===== config.mk =====
export PLATFORM = sky130hd
export DESIGN_NAME = xip_axi_burst_adapter
export DESIGN_NICKNAME = d
export VERILOG_FILES = /design/src/rtl/xip_axi_burst_adapter.sv
export SDC_FILE = /design/constraint.sdc
export NUM_CORES = 1
export LEC_CHECK = 0
export BUFFER_PORTS_ARGS = -buffer_cell sky130_fd_sc_hd__buf_2
export CORE_ASPECT_RATIO = 0.75
export CORE_MARGIN = 2
export CORE_UTILIZATION = 55
export CTS_CLUSTER_SIZE = 10
export DETAILED_ROUTE_END_ITERATION = 8
export GPL_TIMING_DRIVEN = 1
export PLACE_DENSITY_LB_ADDON = 0.3
export SETUP_SLACK_MARGIN = 0.15
export SLEW_MARGIN = 20
export SYNTH_ARGS = -nofsm -noshare
export SYNTH_HDL_FRONTEND = slang
export SYNTH_SLANG_ARGS = --single-unit

===== constraint.sdc =====
create_clock -name clk -period 3.47 [get_ports clk]
set_input_delay 0.694 -clock clk [delete_from_list [all_inputs] [get_ports clk]]
set_output_delay 0.694 -clock clk [all_outputs]
set_load 0.01 [all_outputs]

===== src/rtl/xip_axi_burst_adapter.sv =====
`default_nettype none
// ============================================================================
// Module   : xip_axi_burst_adapter
// Brief    : Turns AXI4 read bursts into single-word AXI-Lite reads for xip_engine
// Revision : 1.0
// ============================================================================
module xip_axi_burst_adapter #(
  parameter int ID_W = 4
) (
  input  logic            clk,
  input  logic            resetn,
  input  logic [ID_W-1:0] s_arid,
  input  logic [31:0]     s_araddr,
  input  logic [7:0]      s_arlen,
  input  logic [2:0]      s_arsize,
  input  logic [1:0]      s_arburst,
  input  logic            s_arvalid,
  output logic            s_arready,
  output logic [ID_W-1:0] s_rid,
  output logic [31:0]     s_rdata,
  output logic [1:0]      s_rresp,
  output logic            s_rlast,
  output logic            s_rvalid,
  input  logic            s_rready,
  output logic [31:0]     m_araddr,
  output logic            m_arvalid,
  input  logic            m_arready,
  input  logic [31:0]     m_rdata,
  input  logic [1:0]      m_rresp,
  input  logic            m_rvalid,
  output logic            m_rready,
  output logic            busy_o
);

  typedef enum logic [2:0] {
    ST_IDLE   = 3'd0,
    ST_ISSUE  = 3'd1,
    ST_WAIT_R = 3'd2,
    ST_RESP   = 3'd3,
    ST_ERR    = 3'd4
  } state_t;

  localparam logic [1:0] C_FIXED  = 2'b00;
  localparam logic [1:0] C_INCR   = 2'b01;
  localparam logic [1:0] C_WRAP   = 2'b10;
  localparam logic [1:0] C_SLVERR = 2'b10;

  state_t      r_state;
  logic [31:0] r_addr;
  logic [7:0]  r_len;
  logic [7:0]  r_beat;
  logic [1:0]  r_burst;

  logic        w_wrap_len_ok;
  logic        w_illegal;
  logic [31:0] w_incr_addr;
  logic [31:0] w_wrap_mask;
  logic [31:0] w_next_addr;

  assign w_wrap_len_ok = (s_arlen == 8'd1) || (s_arlen == 8'd3) ||
                         (s_arlen == 8'd7) || (s_arlen == 8'd15);
  assign w_illegal     = (s_arsize != 3'b010) || (s_arburst == 2'b11) ||
                         ((s_arburst == C_WRAP) &&
                          (!w_wrap_len_ok || (s_araddr[1:0] != 2'b00)));

  // (len+1)*4-1 reduces to {len, 2'b11}
  assign w_incr_addr = r_addr + 32'd4;
  assign w_wrap_mask = {22'd0, r_len, 2'b11};

  always_comb begin
    w_next_addr = r_addr;
    case (r_burst)
      C_FIXED: w_next_addr = r_addr;
      C_INCR:  w_next_addr = {r_addr[31:12], w_incr_addr[11:0]};
      C_WRAP:  w_next_addr = (r_addr & ~w_wrap_mask) | (w_incr_addr & w_wrap_mask);
      default: w_next_addr = r_addr;
    endcase
  end

  assign busy_o = (r_state != ST_IDLE);

  always_ff @(posedge clk or negedge resetn) begin
    if (!resetn) begin
      r_state   <= ST_IDLE;
      r_addr    <= 32'd0;
      r_len     <= 8'd0;
      r_beat    <= 8'd0;
      r_burst   <= 2'b00;
      s_arready <= 1'b0;
      s_rid     <= '0;
      s_rdata   <= 32'd0;
      s_rresp   <= 2'b00;
      s_rlast   <= 1'b0;
      s_rvalid  <= 1'b0;
      m_araddr  <= 32'd0;
      m_arvalid <= 1'b0;
      m_rready  <= 1'b0;
    end else begin
      case (r_state)
        ST_IDLE: begin
          s_arready <= 1'b1;
          if (s_arready && s_arvalid) begin
            s_arready <= 1'b0;
            s_rid     <= s_arid;
            r_addr    <= s_araddr;
            r_len     <= s_arlen;
            r_burst   <= s_arburst;
            r_beat    <= 8'd0;
            if (w_illegal) begin
              r_state  <= ST_ERR;
              s_rvalid <= 1'b1;
              s_rdata  <= 32'd0;
              s_rresp  <= C_SLVERR;
              s_rlast  <= (s_arlen == 8'd0);
            end else begin
              r_state   <= ST_ISSUE;
              m_arvalid <= 1'b1;
              m_araddr  <= {s_araddr[31:2], 2'b00};
            end
          end
        end
        ST_ISSUE: begin
          if (m_arready) begin
            m_arvalid <= 1'b0;
            m_rready  <= 1'b1;
            r_state   <= ST_WAIT_R;
          end
        end
        ST_WAIT_R: begin
          if (m_rvalid) begin
            m_rready <= 1'b0;
            s_rvalid <= 1'b1;
            s_rdata  <= m_rdata;
            s_rresp  <= m_rresp;
            s_rlast  <= (r_beat == r_len);
            r_state  <= ST_RESP;
          end
        end
        ST_RESP: begin
          if (s_rready) begin
            s_rvalid <= 1'b0;
            if (s_rlast) begin
              s_arready <= 1'b1;
              r_state   <= ST_IDLE;
            end else begin
              r_beat    <= r_beat + 8'd1;
              r_addr    <= w_next_addr;
              m_araddr  <= {w_next_addr[31:2], 2'b00};
              m_arvalid <= 1'b1;
              r_state   <= ST_ISSUE;
            end
          end
        end
        ST_ERR: begin
          // Error beats are generated locally, one per accepted handshake
          if (s_rready) begin
            if (s_rlast) begin
              s_rvalid  <= 1'b0;
              s_rlast   <= 1'b0;
              s_rresp   <= 2'b00;
              s_arready <= 1'b1;
              r_state   <= ST_IDLE;
            end else begin
              r_beat  <= r_beat + 8'd1;
              s_rlast <= ((r_beat + 8'd1) == r_len);
            end
          end
        end
        default: r_state <= ST_IDLE;
      endcase
    end
  end

endmodule
`default_nettype wire


Word-level counts from Yosys, hierarchy flattened

Index checks and enable logic that the tools add are counted.

$add $sub $neg: 2
Equality and inequality tests: 28
Mux-type cells: 59
Bitwise operators: 4
Reduce and logical (&&, ||, !) cells: 34

Operator list:

| operator                | number |
|---|---|
| $mux W32                | 10 |
| $pmux W32 S2            | 4 |
| $add A32 B3 Y32 const B | 1 |
| $and A32 B10 Y32        | 1 |
| $and A32 B32 Y32        | 1 |
| $not A10 Y32            | 1 |
| $or A32 B32 Y32         | 1 |
| $mux W8                 | 3 |
| $mux W1                 | 22 |
| $mux W3                 | 7 |
| $ne A2 B2 Y1 const B    | 10 |
| $reduce_and A6 Y1       | 3 |
| $eq A8 B8 Y1            | 2 |
| $pmux W8 S2             | 1 |
| $pmux W3 S5             | 1 |
| $reduce_and A5 Y1       | 3 |
| $reduce_and A4 Y1       | 3 |
| $mux W2                 | 5 |
| $reduce_bool A2 Y1      | 5 |
| $reduce_bool A3 Y1      | 3 |
| $add A8 B1 Y8 const B   | 1 |
| $eq A8 B1 Y1 const B    | 1 |
| $eq A8 B2 Y1 const B    | 1 |
| $eq A8 B3 Y1 const B    | 1 |
| other kinds (23)        | 36 |

Flip-flop bits (word level): 128
Output and inout bits: 76
Word-level logic and storage cells: 142

Logic depth before layout (Yosys ltp)

Gate-level depths: netlist of run 1.

Word-level depth: 11
Mapped depth: 9
Mapped depth without buffers: 7

Least setup slack after synthesis of run 1

OpenSTA, ideal clock, no wires.

Path kind: input to register
From: in s_arlen[5]
To: reg m_araddr[10]
Setup time: 0.125 ns
Arrival: 2.253 ns
Setup slack: 1.092 ns
Cell stages on the path: 7
Path through: nor4_1 > a41o_1 > a21o_1 > nor2b_1 > buf_2 > buf_6 > mux2_2

Longest elaborated chain between the ends: 10
Elaborated cells on any way between the ends: 13
Classes of those cells: 5 x eq/ne; 8 x reduce/logical

Ends and longest elaborated chain:

| element                                      | line | RTL |
|---|---|---|
| start, declared                              | 14   | `input logic [7:0] s_arlen,` |
| $eq A8 B1 Y1 or $eq A8 B2 Y1 (tied branches) | 60   | `assign w_wrap_len_ok = (s_arlen == 8'd1) \|\| (s_arlen == 8'd3) \|\|` |
| $logic_or A1 B1 Y1 (2 in series)             | 60   |  |
| $logic_or A1 B1 Y1 *                         | 61   | `(s_arlen == 8'd7) \|\| (s_arlen == 8'd15);` |
| $logic_not A1 Y1 *                           | 64   | `(!w_wrap_len_ok \|\| (s_araddr[1:0] != 2'b00)));` |
| $logic_or A1 B1 Y1 *                         | 64   |  |
| $logic_and A1 B1 Y1 *                        | 63   | `((s_arburst == C_WRAP) &&` |
| $logic_or A1 B1 Y1 *                         | 62   | `assign w_illegal = (s_arsize != 3'b010) \|\| (s_arburst == 2'b11) \|\|` |
| $ne A2 B2 Y1 (no source line) *              | n/a  |  |
| $reduce_and A5 Y1 (no source line) *         | n/a  |  |
| end signal, assigned                         | 118  | `m_araddr <= {s_araddr[31:2], 2'b00};` |
| end signal, assigned                         | 148  | `m_araddr <= {w_next_addr[31:2], 2'b00};` |
| end, declared                                | 25   | `output logic [31:0] m_araddr,` |

Every way passes the cells marked *; elsewhere a longest branch is shown, timed or not.
A chain may end at the register's enable or synchronous reset.

Worst setup path in the final report of run 1

From: reg r_state[1]
To: reg m_araddr[15]

Longest elaborated chain between the ends: 3
Elaborated cells on any way between the ends: 9
Classes of those cells: 5 x eq/ne; 1 x mux; 3 x reduce/logical

Ends and longest elaborated chain:

| element                                                             | line | RTL |
|---|---|---|
| start, declared                                                     | 48   | `state_t r_state;` |
| start signal, assigned                                              | 84   | `r_state <= ST_IDLE;` |
| start signal, assigned                                              | 110  | `r_state <= ST_ERR;` |
| start signal, assigned                                              | 116  | `r_state <= ST_ISSUE;` |
| $eq A3 B2 Y1 or $logic_not A3 Y1 (tied branches)                    | 99   | `case (r_state)` |
| $ne A2 B2 Y1 (no source line) or $reduce_bool A2 Y1 (tied branches) | n/a  |  |
| $reduce_and A5 Y1 (no source line)                                  | n/a  |  |

Several ways; a longest one is shown, not always the timed one.

==> results of run 1 <==
[stage by stage]
step	util, %	instances	cell area [µm²]
2_1_floorplan	-	606	5970
4_1_cts	71.2	901	7410
6_report	71.2	901	7410
5_1_grt	71.2	901	7410
3_5_place_dp	65.8	869	6850
3_3_place_gp	65.8	869	6850
[cell usage in the layout, fill, tap and decap left out, types with 10 or more instances in the layout]
cell type and count:
nand2_1 144, buf_2 161, o21ai_0 41, dfrtp_1 124, xnor2_1 14, a21oi_1 14, mux2_2 32, a22o_1 35
nor2_1 20, clkbuf_16 17, inv_1 10
[per-layer routing]
metal  wire (µm)  vias up
met2        7170      209
li1            -     2427
met4         150        0
met5           0        -
met1        7040     2519
met3        1230       14
[cell families after synthesis]
group                    synth area share (%)
multiplexers                             6.42
AND/OR/NAND/NOR                          17.5
XOR/XNOR                                 2.35
flip-flops                               52.0
other                                  0.0628
buffers and inverters                    3.88
adder cells (fa/ha/maj)                 0.839
AO/OA/AOI/OAI                            17.0
[state kept, by name (all words and copies together) (netlist names), 3 cells and up]
register	cells
r_len	8
r_addr	30
m_araddr	30
r_state	3
s_rid	4
r_beat	8
s_rdata	32
[synthesized netlist by cell type (3+ instances only)]
cell and instances:
nand2_1 144, dfrtp_1 124, o21ai_0 41, a22o_1 35, clkbuf_1 35, mux2_2 32
nor2_1 20, a21oi_1 14, xnor2_1 14, inv_1 10, nand3_1 10, o31ai_1 9
and2_1 6, and3_1 6, nand4_1 6, a21o_1 5, a31oi_1 5, nand2b_1 5
nand3b_1 5, a21boi_0 4, a311oi_1 4, ha_1 4, nor2b_1 4, nor4_1 4
or4_1 4, a221oi_1 3, buf_6 3, nor3_1 3, nor3b_1 3, o22ai_1 3
[layout make-up]
| class | count | share of cell area (%) |
|---|---|---|
| clock buffers | 18 | 5.92 |
| clock inverters | 14 | 1.64 |
| inverters | 10 | 0.506 |
| multi-input cells | 429 | 35.8 |
| flip-flops and latches | 124 | 41.9 |
| well taps | 136 | 2.30 |
| repair buffers | 170 | 11.9 |
[critical path: stages (launching register included)]
cell and delay [ns]:
dfrtp_1 0.58, nor3_1 0.50, inv_1 0.19, nand2_1 0.14, nand2_1 0.36, nor2b_2 0.21
buf_4 0.35, mux2_2 0.39
[where the power goes]
part / internal [mW] / switching, mW
clock: 1.00 / 0.655
sequential: 1.92 / 0.444
combinational: 0.943 / 1.17
total: 3.86 / 2.26
[how the worst min path moves through the flow]
stage	start	to	slack (ns)
detailed placement	s_rid[0]$_DFFE_PN0P_	s_rid[0]$_DFFE_PN0P_	0.46
global route	resetn	m_araddr[8]$_DFFE_PN0P_	0.33
floorplan	resetn	m_araddr[10]$_DFFE_PN0P_	0.40
CTS	resetn	r_addr[8]$_DFFE_PN0P_	0.31
finish	resetn	r_addr[4]$_DFFE_PN0P_	0.30
global placement	s_rid[0]$_DFFE_PN0P_	s_rid[0]$_DFFE_PN0P_	0.46
==> metrics.txt, run 1 <==
CTS H-Tree Depth 4; hpwl dp 10.6 mm; CTS tree done; Filler Cells Inserted 801; largest net degree at the start of global routing 60; vias 5,169; final setup TNS 0 ns; Yosys top cell area share 52.0%; CP endpoint m_araddr[15]$_DFFE_PN0P_; PD cells 826 nW/µm²; final hold slack 0.299 ns; Final Power 6.13 mW; initial DRC count 381; DIE AREA 11,700 µm²; vias per cell 5.74; met1 Use GR 38.2%; YS warnings 0; Max Buffers Root-to-Sink 2; first-pass GRT wire length 25.2 mm; via count of the first global-routing pass 4,932; Post-CTS Resized 0; Post-CTS Setup Inserts 0; Hold Fails Final Rpt 0; Mean Syn Cell Area 9.86 µm²; port bufs 162; Cell Area, Synth 5970 µm²; Overall Global Routing Usage 27.4%; main area contributors after synthesis dfrtp_1 52%, nand2_1 9.1%, mux2_2 6.0%; RSZ-0062 raised after global routing false; GR Util met2 41.7%; count of cell types in the netlist 59; Hold Path Class in -> async; worst setup margin 0.612 ns; Critical Path AT 3.15 ns; GRT met3 Usage 7.69%; DRT Pass-1 Iters 5; TritonCTS Buffers 17; final worst-path cycle share 82.4%; outcome finished clean; RR Startpoint r_state[1]$_DFFE_PN0P_; most crowded layer after global routing met2; Routed Antenna Nets 0; area grow syn2layout 24.2%; clk root buf clkbuf_16; Peak VDD IR 0.436 mV; crit path kind reg -> reg; Starting Density 57.3%; critical path launch point type flop; RR Endpoint m_araddr[15]$_DFFE_PN0P_; Core Area 10,400 µm²; num rows 32; Multi-input gate area 2660 µm²; #FFs+latches synth 124; min cycle time layout 2.86 ns; Skew-Pair Late Insertion Delay 0.41 ns; clock-pin slew on the worst setup and hold paths 0.06 ns; R2R Setup Slk 0.61 ns; chip width 124 µm; Seq/Total Area, Yosys 52.0%; Leak Pwr 3.72 nW; Hold-fix buffers, CTS 0; number of flops mapped to enable cells by yosys 0; Worst Setup SP r_state[1]$_DFFE_PN0P_; Routed WL per cell 17.3 µm; Placer Congestion 0.878; final setup fails 0; worst r2r path cells 7; Worst Setup End Kind flop; worst slew pin tran 0.744 ns; post-placement setup slack 0.677 ns; # nets final 845; ys async rst share 100%; Pins Over Slew Limit 0; Max Freq 0.350 GHz; ANT cells 0; Post-Synthesis Cells 605; CP max FO 27; CP Data Required Time 3.76 ns; layout cells sized above 1 31.8%; Layout Skew 0.00645 ns; register area 3100 µm²; global route overflow 0; number of max-cap violations 0; final wirelength 15.6 mm; drt drc 0; relative slew slack 50.3%; initial antenna violation count 0; Die Y 94.2 µm; Num Clock Sinks 124; most common flop cell mapped by yosys dfrtp_1; # IOs 165; Yosys top cell by area dfrtp_1
Note: power is estimated with default switching activity, not from simulation.
==> inputs of run 2 (changes only) <==
Settings changed: CORE_UTILIZATION 55 to 48.
Clock period 3.47 ns to 2.5 ns, I/O delays scaled along.
==> metrics.txt, run 2 (same netlist as run 1, synthesis figures left out) <==
Peak VDD IR 0.714 mV (was 0.436 mV); post-layout instance area 7630 µm² (was 7410 µm²); vias per cell 5.53 (was 5.74); CP endpoint s_rlast$_DFFE_PN0P_ (was m_araddr[15]$_DFFE_PN0P_); most frequent cells in the layout 161 x buf_2, 144 x nand2_1, 124 x dfrtp_1 (unchanged); Largest register FFs 32 (unchanged); Max Buffers Root-to-Sink 2 (unchanged); clk root buf clkbuf_16 (unchanged); Hold Path Class in -> async (unchanged); PD cells 1150 nW/µm² (was 826 nW/µm²); Worst Setup SP r_state[2]$_DFFE_PN0P_ (was r_state[1]$_DFFE_PN0P_); DIE AREA 13,400 µm² (was 11,700 µm²); final wirelength 15.2 mm (was 15.6 mm); final setup TNS 0 ns (unchanged); Overall Global Routing Usage 23.8% (was 27.4%); largest net degree at the start of global routing 49 (was 60); worst r2r path cells 5 (was 7); RR Startpoint r_state[2]$_DFFE_PN0P_ (was r_state[1]$_DFFE_PN0P_); initial antenna violation count 0 (unchanged); CP max FO 16 (was 27); Post-CTS Setup Inserts 0 (unchanged); num rows 35 (was 32); hpwl dp 10.9 mm (was 10.6 mm); area grow syn2layout 27.8% (was 24.2%); Starting Density 48.8% (was 57.3%); DP Area 7020 µm² (was 6850 µm²); Skew-Pair Late Insertion Delay 0.41 ns (about the same); Crit path depth 5 (was 7); final hold slack 0.0624 ns (was 0.299 ns); chip width 133 µm (was 124 µm); Final Power 8.79 mW (was 6.13 mW); ANT cells 0 (unchanged); Top reg by flops s_rdata (unchanged); CTS H-Tree Depth 4 (unchanged); RR Endpoint s_rlast$_DFFE_PN0P_ (was m_araddr[15]$_DFFE_PN0P_); Routed Antenna Nets 0 (unchanged); via count of the first global-routing pass 5,181 (was 4,932); final setup fails 0 (unchanged); first-pass GRT wire length 25.1 mm (was 25.2 mm); Slowest-stage cell, CP dfrtp_1 (unchanged); clock share of power 28.3% (was 27.0%); Pint 5.70 mW (was 3.86 mW); Max Freq 0.465 GHz (was 0.350 GHz); R2R Setup Slk 0.35 ns (was 0.61 ns); most common cell after layout, fill and taps aside buf_2 (unchanged); drt drc 0 (unchanged); Critical Path Max Stage Delay 0.62 ns (was 0.58 ns); initial DRC count 326 (was 381); Hold-fix buffers, CTS 0 (unchanged); P_sw 3.09 mW (was 2.26 mW); Critical Path AT 2.48 ns (was 3.15 ns); clock-pin slew on the worst setup and hold paths 0.06 ns (about the same); Pins Over Slew Limit 0 (unchanged); biggest regs s_rdata x32, m_araddr x30, r_addr x30 (unchanged); Reg power frac 36.8% (was 38.5%); Core Area 12,200 µm² (was 10,400 µm²); final worst-path cycle share 86.1% (was 82.4%); layout cells sized above 1 32.9% (was 31.8%); post-placement setup slack 0.202 ns (was 0.677 ns); relative slew slack 59.1% (was 50.3%); Gate power share 34.9% (was 34.4%); Switching Share 35.2% (was 37.0%); TritonCTS Buffers 17 (unchanged); RSZ-0062 raised after global routing false (unchanged); critical path launch point type flop (unchanged); CP Data Required Time 2.82 ns (was 3.76 ns); vias 5,212 (was 5,169); Hold Fails Final Rpt 0 (unchanged); crit-path leading delay family simple AND/OR/NAND/NOR gates (unchanged); Worst Path Buf+Inv 0 (was 2); outcome finished clean (unchanged); DRT Pass-1 Iters 5 (unchanged); number of max-cap violations 0 (unchanged); min cycle time layout 2.15 ns (was 2.86 ns); Placer Congestion 0.976 (was 0.878); worst setup margin 0.348 ns (was 0.612 ns); Die Y 101 µm (was 94.2 µm); crit path kind reg -> reg (unchanged); Routed WL per cell 16.2 µm (was 17.3 µm); Num Clock Sinks 124 (unchanged); CTS tree done (unchanged); Leak Pwr 3.82 nW (was 3.72 nW); Critical Path, Cell by Cell or3b_1 > or4_1 > nor3_2 > a41oi_1 > o31ai_2 (was nor3_1 > inv_1 > nand2_1 > nand2_1 > nor2b_2 > buf_4 > mux2_2); port bufs 162 (unchanged); # IOs 165 (unchanged); global route overflow 0 (unchanged); # nets final 856 (was 845); worst slew pin tran 0.614 ns (was 0.744 ns); Worst Setup End Kind flop (unchanged); Layout Skew 0.0194 ns (was 0.00645 ns)
==> run 2: changes by cell type in the layout (fill, tap and decap cells not counted), sizes merged <==
cell / delta
buf: +11
inv: -1
clkinvlp: -1
bufinv: +2
==> run 2: power by group through the flow <==
stage / Combinational (mW) / Clock [mW] / Sequential [mW]
detailed placement: 3.07 / 0 / 3.25
global placement: 2.98 / 0 / 3.22
floorplan: 1.98 / 0 / 3.20
CTS: 3.09 / 2.54 / 3.23
finish: 3.07 / 2.49 / 3.23
global route: 3.41 / 2.62 / 3.32
==> run 2: repair_timing <==
item / in CTS / in global routing
endpoints found under the setup margin: 0 / 40
endpoints found under the hold margin: 0 / 0
resized for setup: 0 / 1
==> run 2: area by class of cell <==
| cell class | count | area (µm²) |
|---|---|---|
| inverter | 10 | 37.5 |
| sequential | 124 | 3100 |
| timing repair buffer | 181 | 1020 |
| multi-input combinational | 429 | 2650 |
| clock buffer | 18 | 439 |
| tap | 166 | 208 |
| clock inverter | 14 | 169 |
| fill | 1011 | 4590 |
==> run 2: per-stage QoR <==
stage          utilization [%]  cells
2_1_floorplan                -    606
3_3_place_gp              57.4    910
3_5_place_dp              57.4    910
4_1_cts                   62.4    942
5_1_grt                   62.4    942
6_report                  62.4    942
==> run 2: worst min path at each step <==
stage | start | to | cells past startpoint
3_5_place_dp | s_rid[1]$_DFFE_PN0P_ | s_rid[1]$_DFFE_PN0P_ | 2
5_1_grt | resetn | r_burst[0]$_DFFE_PN0P_ | 1
3_3_place_gp | r_addr[14]$_DFFE_PN0P_ | r_addr[14]$_DFFE_PN0P_ | 2
6_report | resetn | r_burst[0]$_DFFE_PN0P_ | 1
2_1_floorplan | resetn | m_araddr[10]$_DFFE_PN0P_ | 0
4_1_cts | resetn | r_burst[0]$_DFFE_PN0P_ | 1
==> run 2: worst reg2reg max path: stages (launching register included) <==
cell and delay [ns]:
dfrtp_1 0.62, or3b_1 0.42, or4_1 0.52, nor3_2 0.11, a41oi_1 0.15, o31ai_2 0.24
==> run 2: layer usage <==
metal | vias to the layer above | global-route usage, % | wire [µm]
met5 | - | 0 | 0
met4 | 0 | 8.19 | 208
met3 | 19 | 6.44 | 1110
met1 | 2544 | 31.4 | 6850
li1 | 2454 | - | -
met2 | 195 | 38.3 | 7070
==> inputs of run 3 (changes only) <==
Settings changed: RECOVER_POWER set to 100.
==> metrics.txt, run 3 (same netlist as run 1, synthesis figures left out) <==
outcome finished with violations (was finished clean); failing checks capacitance limit, slew limit; Worst Setup SP r_state[2]$_DFFE_PN0P_ (unchanged); area grow syn2layout 25.8% (was 27.8%); biggest regs s_rdata x32, m_araddr x30, r_addr x30 (unchanged); largest net degree at the start of global routing 49 (unchanged); Final Power 8.68 mW (was 8.79 mW); drt drc 0 (unchanged); clk root buf clkbuf_16 (unchanged); Gate power share 34.0% (was 34.9%); Overall Global Routing Usage 23.8% (unchanged); Routed Antenna Nets 0 (unchanged); Leak Pwr 3.54 nW (was 3.82 nW); ANT cells 0 (unchanged); Num Clock Sinks 124 (unchanged); hpwl dp 10.9 mm (unchanged); Critical Path AT 2.51 ns (was 2.48 ns); final worst-path cycle share 87.3% (was 86.1%); initial DRC count 301 (was 326); final setup fails 0 (unchanged); number of max-cap violations 1 (was 0); Max Freq 0.458 GHz (was 0.465 GHz); R2R Setup Slk 0.32 ns (was 0.35 ns); Max Buffers Root-to-Sink 2 (unchanged); CTS tree done (unchanged); RSZ-0062 raised after global routing false (unchanged); Reg power frac 37.3% (was 36.8%); Core Area 12,200 µm² (unchanged); Peak VDD IR 0.712 mV (was 0.714 mV); layout cells sized above 1 22.4% (was 32.9%); post-layout instance area 7510 µm² (was 7630 µm²); Non-Filler Instances 942 (unchanged); Pint 5.59 mW (was 5.70 mW); most frequent cells in the layout 144 x nand2_1, 124 x dfrtp_1, 88 x buf_2 (was 161 x buf_2, 144 x nand2_1, 124 x dfrtp_1); Top reg by flops s_rdata (unchanged); worst slew pin tran 2.11 ns (was 0.614 ns); post-placement setup slack 0.202 ns (unchanged); RR Startpoint r_state[2]$_DFFE_PN0P_ (unchanged); clock share of power 28.7% (was 28.3%); top routing layer in use met4 (unchanged); Largest register FFs 32 (unchanged); RR Endpoint s_rlast$_DFFE_PN0P_ (unchanged); CP Data Required Time 2.83 ns (was 2.82 ns); final setup TNS 0 ns (unchanged); vias 5,186 (was 5,212); CP max FO 16 (unchanged); # nets final 856 (unchanged); first-pass GRT wire length 25.1 mm (unchanged); DP Area 7020 µm² (unchanged); crit path kind reg -> reg (unchanged); Starting Density 48.8% (unchanged); P_sw 3.09 mW (about the same); dpl cells 910 (unchanged); Switching Share 35.6% (was 35.2%); Hold Path Class in -> reg (was in -> async); vias per cell 5.51 (was 5.53); Worst Setup End Kind flop (unchanged); min cycle time layout 2.18 ns (was 2.15 ns); Pins Over Slew Limit 36 (was 0); met2 WL 7.12 mm (was 7.07 mm); Routed WL per cell 16.2 µm (about the same); CTS H-Tree Depth 4 (unchanged); routed length on met1 6.89 mm (was 6.85 mm); Skew-Pair Late Insertion Delay 0.42 ns (was 0.41 ns); hold depth 3; DRT Pass-1 Iters 4 (was 5); num rows 35 (unchanged); Util after Layout 61.5% (was 62.4%); Die Y 101 µm (unchanged); via count of the first global-routing pass 5,181 (unchanged); Layout Skew 0.0194 ns (about the same); clock-pin slew on the worst setup and hold paths 0.06 ns (about the same); TritonCTS Buffers 17 (unchanged); most common cell after layout, fill and taps aside nand2_1 (was buf_2); critical path launch point type flop (unchanged); relative slew slack -40.8% (was 59.1%); port bufs 162 (unchanged); global route overflow 0 (unchanged); CP endpoint s_rlast$_DFFE_PN0P_ (unchanged); worst setup margin 0.317 ns (was 0.348 ns); Hold Fails Final Rpt 0 (unchanged); chip width 133 µm (unchanged); DIE AREA 13,400 µm² (unchanged); worst r2r path cells 5 (unchanged); initial antenna violation count 0 (unchanged); Placer Congestion 0.976 (unchanged); # IOs 165 (unchanged); final wirelength 15.2 mm (about the same); PD cells 1160 nW/µm² (was 1150 nW/µm²); WL met3 1.07 mm (was 1.11 mm); final hold slack 0.273 ns (was 0.0624 ns)
==> run 3: cell count changes in the layout (fill, tap and decap cells not counted), sizes merged <==
cell,delta
buf,-77
clkbuf,+77
==> run 3: power groups by stage <==
stage	Clock (mW)	Combinational [mW]	Sequential [mW]
finish	2.49	2.95	3.24
detailed placement	0	3.07	3.25
global placement	0	2.98	3.22
CTS	2.54	3.09	3.23
global route	2.62	3.29	3.33
floorplan	0	1.98	3.20
==> run 3: area by class of cell <==
cell class,count,area [µm²]
fill,1059,4710
sequential,124,3100
multi-input combinational,429,2640
timing repair buffer,181,913
clock buffer,18,439
tap,166,208
clock inverter,14,169
inverter,10,37.5
==> run 3: worst min path at each step <==
stage | from | to | slack [ns]
final | s_arid[0] | s_rid[0]$_DFFE_PN0P_ | 0.27
after global placement | r_addr[14]$_DFFE_PN0P_ | r_addr[14]$_DFFE_PN0P_ | 0.46
after global routing | s_arid[2] | s_rid[2]$_DFFE_PN0P_ | 0.29
after CTS | resetn | r_burst[0]$_DFFE_PN0P_ | 0.07
after detailed placement | s_rid[1]$_DFFE_PN0P_ | s_rid[1]$_DFFE_PN0P_ | 0.46
after floorplan | resetn | m_araddr[10]$_DFFE_PN0P_ | 0.20
==> run 3: timing repair <==
action,4_1_cts,5_1_grt
setup buffers,0,0
hold buffers,0,0
endpoints found under the setup margin,0,40
resized for setup,0,1
==> run 3: layer usage <==
| metal | vias up | track usage, % |
|---|---|---|
| met1 | 2535 | 31.4 |
| met4 | 0 | 8.19 |
| met5 | - | 0 |
| met2 | 183 | 38.3 |
| met3 | 16 | 6.44 |
| li1 | 2452 | - |
==> run 3: worst max-delay path, cell delays in order, from the launching register on <==
cell     delay (ns)
dfrtp_1        0.62
or3b_1         0.41
or4_1          0.51
nor3_1         0.15
a41oi_1        0.16
o31ai_2        0.24
